==> src/rtl/next_hop_select.sv <==
// Scans the neighbour table and returns the ID with the highest Q-value.
// Optional macro TIE_BREAK_ENERGY_EN: equal Q-values are resolved by higher remaining energy.
module next_hop_select #(
   parameter int WORD_WIDTH = 16,
   parameter int MEM_DEPTH  = 2048
) (
   input  logic                  clk,
   input  logic                  rst,
   input  logic                  en,
   input  logic [WORD_WIDTH-1:0] neighborCount,
   output logic [WORD_WIDTH-1:0] rd_index,
   output logic                  rd_en,
   input  logic [WORD_WIDTH-1:0] mSourceID,
   input  logic [WORD_WIDTH-1:0] mEnergyLeft,
   input  logic [WORD_WIDTH-1:0] mQValue,
   output logic [WORD_WIDTH-1:0] nextHopID,
   output logic [WORD_WIDTH-1:0] nextHopQ,
   output logic                  found,
   output logic                  busy,
   output logic                  done
);

   localparam int CNT_W = $clog2(MEM_DEPTH + 1);
   localparam logic [WORD_WIDTH-1:0] DEPTH_WORD = WORD_WIDTH'(MEM_DEPTH);

   localparam logic [1:0] S_IDLE  = 2'd0;
   localparam logic [1:0] S_ISSUE = 2'd1;
   localparam logic [1:0] S_CMP   = 2'd2;
   localparam logic [1:0] S_FIN   = 2'd3;

   logic [1:0]            r_state;
   logic [CNT_W-1:0]      r_count;
   logic [CNT_W-1:0]      r_index;
   logic [WORD_WIDTH-1:0] r_best_q;
   logic [WORD_WIDTH-1:0] r_best_id;
   logic                  r_found_scan;
   logic [WORD_WIDTH-1:0] r_rd_index;
   logic                  r_rd_en;
   logic                  r_busy;
   logic                  r_done;
   logic                  r_found;
   logic [WORD_WIDTH-1:0] r_next_hop_id;
   logic [WORD_WIDTH-1:0] r_next_hop_q;

   logic [CNT_W-1:0]      w_clamp;
   logic [CNT_W-1:0]      w_index_inc;
   logic                  w_last;
   logic                  w_replace;

`ifdef TIE_BREAK_ENERGY_EN
   logic [WORD_WIDTH-1:0] r_best_e;
`else
   logic                  w_unused_energy;
   assign w_unused_energy = ^mEnergyLeft;
`endif

   // Count clamp and scan-progress helpers
   always_comb begin
      w_clamp = {CNT_W{1'b0}};
      if (neighborCount > DEPTH_WORD) begin
         w_clamp = CNT_W'(DEPTH_WORD);
      end else begin
         w_clamp = CNT_W'(neighborCount);
      end
      w_index_inc = r_index + {{(CNT_W-1){1'b0}}, 1'b1};
      w_last      = (w_index_inc == r_count);
   end

   // Replacement decision for the entry read this cycle; first entry always wins
   always_comb begin
      w_replace = 1'b0;
      if (!r_found_scan) begin
         w_replace = 1'b1;
      end else if (mQValue > r_best_q) begin
         w_replace = 1'b1;
`ifdef TIE_BREAK_ENERGY_EN
      end else if ((mQValue == r_best_q) && (mEnergyLeft > r_best_e)) begin
         w_replace = 1'b1;
`endif
      end else begin
         w_replace = 1'b0;
      end
   end

   // Scan FSM, best-entry tracking and registered outputs
   always_ff @(posedge clk) begin
      if (rst) begin
         r_state       <= S_IDLE;
         r_count       <= {CNT_W{1'b0}};
         r_index       <= {CNT_W{1'b0}};
         r_best_q      <= {WORD_WIDTH{1'b0}};
         r_best_id     <= {WORD_WIDTH{1'b1}};
         r_found_scan  <= 1'b0;
         r_rd_index    <= {WORD_WIDTH{1'b0}};
         r_rd_en       <= 1'b0;
         r_busy        <= 1'b0;
         r_done        <= 1'b0;
         r_found       <= 1'b0;
         r_next_hop_id <= {WORD_WIDTH{1'b1}};
         r_next_hop_q  <= {WORD_WIDTH{1'b0}};
`ifdef TIE_BREAK_ENERGY_EN
         r_best_e      <= {WORD_WIDTH{1'b0}};
`endif
      end else begin
         r_done  <= 1'b0;
         r_rd_en <= 1'b0;
         case (r_state)
            S_IDLE: begin
               if (en) begin
                  r_count      <= w_clamp;
                  r_index      <= {CNT_W{1'b0}};
                  r_best_q     <= {WORD_WIDTH{1'b0}};
                  r_best_id    <= {WORD_WIDTH{1'b1}};
                  r_found_scan <= 1'b0;
                  r_rd_index   <= {WORD_WIDTH{1'b0}};
                  r_busy       <= 1'b1;
`ifdef TIE_BREAK_ENERGY_EN
                  r_best_e     <= {WORD_WIDTH{1'b0}};
`endif
                  if (w_clamp == {CNT_W{1'b0}}) begin
                     // Empty table: publish the "no hop" result straight away
                     r_state       <= S_FIN;
                     r_done        <= 1'b1;
                     r_found       <= 1'b0;
                     r_next_hop_id <= {WORD_WIDTH{1'b1}};
                     r_next_hop_q  <= {WORD_WIDTH{1'b0}};
                  end else begin
                     r_state <= S_ISSUE;
                     r_rd_en <= 1'b1;
                  end
               end else begin
                  r_state <= S_IDLE;
               end
            end
            S_ISSUE: begin
               r_state <= S_CMP;
            end
            S_CMP: begin
               if (w_replace) begin
                  r_best_q  <= mQValue;
                  r_best_id <= mSourceID;
`ifdef TIE_BREAK_ENERGY_EN
                  r_best_e  <= mEnergyLeft;
`endif
               end else begin
                  r_best_q  <= r_best_q;
               end
               r_found_scan <= 1'b1;
               r_index      <= w_index_inc;
               if (w_last) begin
                  // Result is published on entry to FIN so it is valid alongside done
                  r_state       <= S_FIN;
                  r_done        <= 1'b1;
                  r_found       <= 1'b1;
                  r_next_hop_id <= w_replace ? mSourceID : r_best_id;
                  r_next_hop_q  <= w_replace ? mQValue : r_best_q;
               end else begin
                  r_state    <= S_ISSUE;
                  r_rd_en    <= 1'b1;
                  r_rd_index <= WORD_WIDTH'(w_index_inc);
               end
            end
            S_FIN: begin
               r_busy  <= 1'b0;
               r_state <= S_IDLE;
            end
            default: begin
               r_busy  <= 1'b0;
               r_state <= S_IDLE;
            end
         endcase
      end
   end

   assign rd_index  = r_rd_index;
   assign rd_en     = r_rd_en;
   assign nextHopID = r_next_hop_id;
   assign nextHopQ  = r_next_hop_q;
   assign found     = r_found;
   assign busy      = r_busy;
   assign done      = r_done;

endmodule

==> config.mk <==
export PLATFORM = sky130hd
export DESIGN_NAME = next_hop_select
export DESIGN_NICKNAME = d
export VERILOG_FILES = /design/src/rtl/next_hop_select.sv
export SDC_FILE = /design/constraint.sdc
export NUM_CORES = 1
export LEC_CHECK = 0
export ABC_CLOCK_PERIOD_IN_PS = 3950
export BUFFER_PORTS_ARGS = -buffer_cell sky130_fd_sc_hd__buf_2
export CORE_UTILIZATION = 30
export CTS_BUF_LIST = sky130_fd_sc_hd__clkbuf_4
export CTS_CLUSTER_DIAMETER = 30
export DETAILED_ROUTE_END_ITERATION = 12
export SYNTH_ARGS = -nofsm -noshare
export SYNTH_HDL_FRONTEND = slang
export SYNTH_SLANG_ARGS = --single-unit
==> constraint.sdc <==
create_clock -name clk -period 3.95 [get_ports clk]
set_clock_uncertainty 0.05 [all_clocks]
set_input_delay 0.1975 -clock clk [delete_from_list [all_inputs] [get_ports clk]]
set_output_delay 0.1975 -clock clk [all_outputs]
set_load 0.03 [all_outputs]
After elaboration in Yosys (flattened, before gate mapping)
Index checks and enable logic that the tools add are counted.
{ "word_totals": {"out_inout_bits": 52, "wordCells": 74, "ff_bits": 111, "inputBits": 67} }
{ "classes": {"order_cmp": 2, "n_reduce_logical": 9, "add_sub_neg": 1, "n_mux": 41, "n_eq_ne": 8} }
{ "op_table": {"columns": ["cell", "n"], "rows": [
  ["two-way mux 16 bit", 11],
  ["one-hot mux 16 bit (2 select lines)", 5],
  ["two-way mux 12 bit", 2],
  ["one-hot mux 12 bit (2 select lines)", 1],
  ["> comparator 16 x 12 -> 1 bit, second input constant", 1],
  ["> comparator 16 bit", 1],
  ["two-way mux 1 bit", 13],
  ["adder 12 x 1 -> 12 bit, second input constant", 1],
  ["equality test 12 bit", 1],
  ["zero test 12 bit", 1],
  ["one-hot mux 1 bit (2 select lines)", 5],
  ["inequality test 2 bit, second input constant", 4],
  ["one-hot mux 2 bit (4 select lines)", 1],
  ["two-way mux 2 bit", 3],
  ["AND reduction 2 bit", 3],
  ["equality test 2 bit, second input constant", 2],
  ["AND reduction 4 bit", 1],
  ["nonzero test 2 bit", 2],
  ["AND reduction 3 bit", 1],
  ["equality test 2 x 1 -> 1 bit, second input constant", 1],
  ["zero test 2 bit", 1]
]} }

Logic depth before layout (Yosys ltp)
{ "depth": {"word_depth": 6, "depth_mapped": 12, "ltp_nobuf": 9} }

Least setup slack after synthesis
Ideal clock, no wire load.
{ "synth_timing": {"path_type": "reg2reg", "startpoint": "register r_index[0]", "endpoint": "register r_next_hop_q[10], in the netlist nextHopQ[10]", "required_ns": 3.835, "setup_slack_ns": 1.073, "path_stages_with_launch": 11, "arrival_time_ns": 2.762, "n_path_buf": 2, "path_cell_list": "dfxtp_1 -> ha_1 -> nand3_2 -> or3_1 -> buf_2 -> and3_1 -> a211o_1 -> nor4_4 -> buf_6 -> mux2_1 -> nor2_1"} }
{ "synth_via": {"elab_chain_len": 4} }
{ "synth_lines": {"columns": ["element", "line_no", "rtl"], "rows": [
  ["start, declared", "33", "logic [CNT_W-1:0] r_index;"],
  ["start signal, assigned", "90", "r_index <= {CNT_W{1'b0}};"],
  ["start signal, assigned", "111", "r_index <= {CNT_W{1'b0}};"],
  ["start signal, assigned", "149", "r_index <= w_index_inc;"],
  ["adder 12 x 1 -> 12 bit", "65", "w_index_inc = r_index + {{(CNT_W-1){1'b0}}, 1'b1};"],
  ["equality test 12 bit", "66", "w_last = (w_index_inc == r_count);"],
  ["inequality test 2 bit (no source line)", null, null],
  ["AND reduction 4 bit (no source line)", null, null],
  ["end signal, assigned", "100", "r_next_hop_q <= {WORD_WIDTH{1'b0}};"],
  ["end signal, assigned", "126", "r_next_hop_q <= {WORD_WIDTH{1'b0}};"],
  ["end signal, assigned", "156", "r_next_hop_q <= w_replace ? mQValue : r_best_q;"],
  ["end, declared", "43", "logic [WORD_WIDTH-1:0] r_next_hop_q;"]
]} }
Every way passes these cells.
A chain may end at the register's enable or synchronous reset.

Final worst setup path
{ "layout_timing": {"startpoint": "register r_index[0]", "endpoint": "register r_next_hop_q[15], in the netlist nextHopQ[15]"} }
The elaborated chain is that of the path after synthesis.

==> qor.txt <==
hold-fix buffer count after cts: 45
Setup-failing EPs final: 0
Clock Power Share: 0.310
n_diodes: 0
Mapped Avg Cell Area: 8.28 um2
switching portion of total power: 0.295
Synth cell types: 56
share of cells above drive strength 1: 0.189
Yosys top cell area share: 0.381
setup_tns: 0 ps
post_cts resized: 0
Post-Synthesis Cells: 679
Psw: 589 uW
NumNets Final: 876
startpoint class of the critical path: flop
Max Fclk: 0.297 GHz
chip height: 139 um
WL per Instance: 15.0 um
Post-synth ARST share: 0
most frequent cell after synthesis: dfxtp_1
Core Region: 18100 um2
Cell Int Power: 1410 uW
Worst Tran Pin Value: 1050 ps
worst skew pair latency: 490 ps
die area: 19300 um2
Initial Util: 0.310
RSZ-0062 raised after global routing: no
LEAKAGE: 0.00284 uW
vias in the first global route: 4838
sequential fraction of design power: 0.557
Post-synth EDFFs: 0
worst path required time: 4330 ps
Placer Congestion: 0.835
Clock Pin Slew Worst Setup and Hold Paths: 180 ps
clock buffer count from CTS: 9
width of the chip: 139 um
Slew Limit Fails: 0
Initial DRC Count: 396
num rows: 49
clock buffer depth: 2
MaxCap Viol Count: 0
min cycle time layout: 3370 ps
Via density: 5.11
status: finished, final reports clean
H-tree levels: 3
first-pass GRT wire length: 24800 um
I/O Buffers: 98
WHS: 158 ps
Synth area leaders: dfxtp_1 38%, a21oi_1 5.9%, o21ai_0 4.8%, mux2i_1 4.3%, ha_1 3.8%
HP Class: in -> reg
initial antenna violation count: 0
top cells by count, synth: 107 x dfxtp_1, 66 x a21oi_1, 54 x o21ai_0, 48 x inv_1, 47 x nor2_1
TritonCTS clock tree: yes
Seq/Total Area, Yosys: 0.381
number of synthesized register bits: 107
Placed Cells: 965
Crit Path Class: reg -> reg
Remaining DRCs: 0
Final Hold Vio Count: 0
Synth area leader: dfxtp_1
Sink Count: 107
Main synth FF type: dfxtp_1
Vias: 5247
Max FO, Critical Path: 11
Area Growth Syn to Fin: 22.2%
root buf cell: clkbuf_4
relative slew slack: 0.300
drt total wl: 15400 um
largest net degree at the start of global routing: 70
synth warn: 0
Critical Path AT: 3750 ps
Critical Path End Type: flop
First-pass DRT Iterations: 7
final worst-path cycle share: 0.853
combinational power share: 0.133
maximum VDD drop: 0.128 mV
PD cells: 291 nW/um2
postcts setup bufs: 0
post-route ant nets: 0
grt total ovfl: 0
Mapped Area: 5620 um2
num ports: 119
final std cells w/o fill: 1026
dpl hpwl: 10100 um
All-Layer GR Usage: 0.160
[power groups by stage]
stage	Clock, uW	Combinational, uW	Sequential [uW]
3_3_place_gp	0	231	1130
2_1_floorplan	0	149	1130
5_1_grt	687	295	1110
6_report	619	267	1110
4_1_cts	648	268	1110
3_5_place_dp	0	232	1130
[critical path, cell delays in order, from the launching register on]
cell and delay, ps:
dfxtp_1 470, ha_1 340, nand3_2 190, or3_1 490, and3_1 220, a211o_1 350, nor4_4 470, buf_4 280
mux2_1 340, nor2_1 100
[final cells by class]
type,instances,area (um2)
inverter,48,180
clock inverter,7,85.1
tap,229,287
clock buffer,9,67.6
timing repair buffer,158,1070
fill,1907,11300
multi-input combinational,468,3050
sequential,107,2140
[state kept, by name (all words and copies together) (netlist names)]
name	count
nextHopQ	16
rd_index	12
done	1
r_index	12
busy	1
r_best_q	16
r_count	12
nextHopID	16
found	1
r_state	2
r_found_scan	1
r_best_id	16
rd_en	1
[metal layers]
| metal | share of wire | vias up | GRT usage |
|---|---|---|---|
| li1 | - | 2646 | - |
| met4 | 0.010 | 0 | 0.0503 |
| met2 | 0.48 | 106 | 0.270 |
| met1 | 0.47 | 2483 | 0.207 |
| met5 | 0 | - | 0 |
| met3 | 0.037 | 12 | 0.0307 |
[cell usage in the layout, fill, tap and decap left out, types with 9 or more instances in the layout]
cell type	n
nor2_1	47
a22oi_1	21
inv_1	48
a21oi_1	66
a22oi_2	10
ha_1	17
dlygate4sd3_1	45
buf_2	98
mux2i_1	24
o21ai_0	54
nor4_1	12
o22ai_1	9
dfxtp_1	107
clkbuf_4	9
nand2_1	37
a311oi_1	9
nand3_1	32
nor3_1	27
buf_4	14
[metrics by stage]
stage          instance area (um2)  setup WS [ps]  total power, uW  utilization
6_report                      6870            579             2000        0.379
3_3_place_gp                  6270            652             1360        0.345
5_1_grt                       6870            309             2100        0.379
4_1_cts                       6870            538             2030        0.379
3_5_place_dp                  6270            595             1370        0.345
2_1_floorplan                 5640           1070             1280            -
[path summary, 6_finish.rpt]
kind                           start                   endpoint  slack (ps)  cells past startpoint
min reg2reg        busy$_SDFFE_PP0P_          busy$_SDFFE_PP0P_         410                      2
max          r_index[0]$_SDFFE_PP0P_  nextHopQ[15]$_SDFFE_PP0P_         580                      9
max reg2reg  r_index[0]$_SDFFE_PP0P_  nextHopQ[15]$_SDFFE_PP0P_         580                      9
min                neighborCount[12]   r_count[11]$_SDFFE_PP0P_         160                      4
[kinds of logic (layout without fill, tap and decap cells)]
group	count (synthesis)	in the layout	synth area share
DFF	107	107	0.381
adders and majority gates	17	17	0.0378
and+or+nand+nor	198	198	0.176
other	1	4	0.000667
xor gates and xnor gates	18	18	0.0380
AOI/OAI and AO/OA	198	198	0.222
muxes	33	33	0.0607
buffers and inverters	107	222	0.0832
Note: power is estimated with default switching activity, not from simulation.
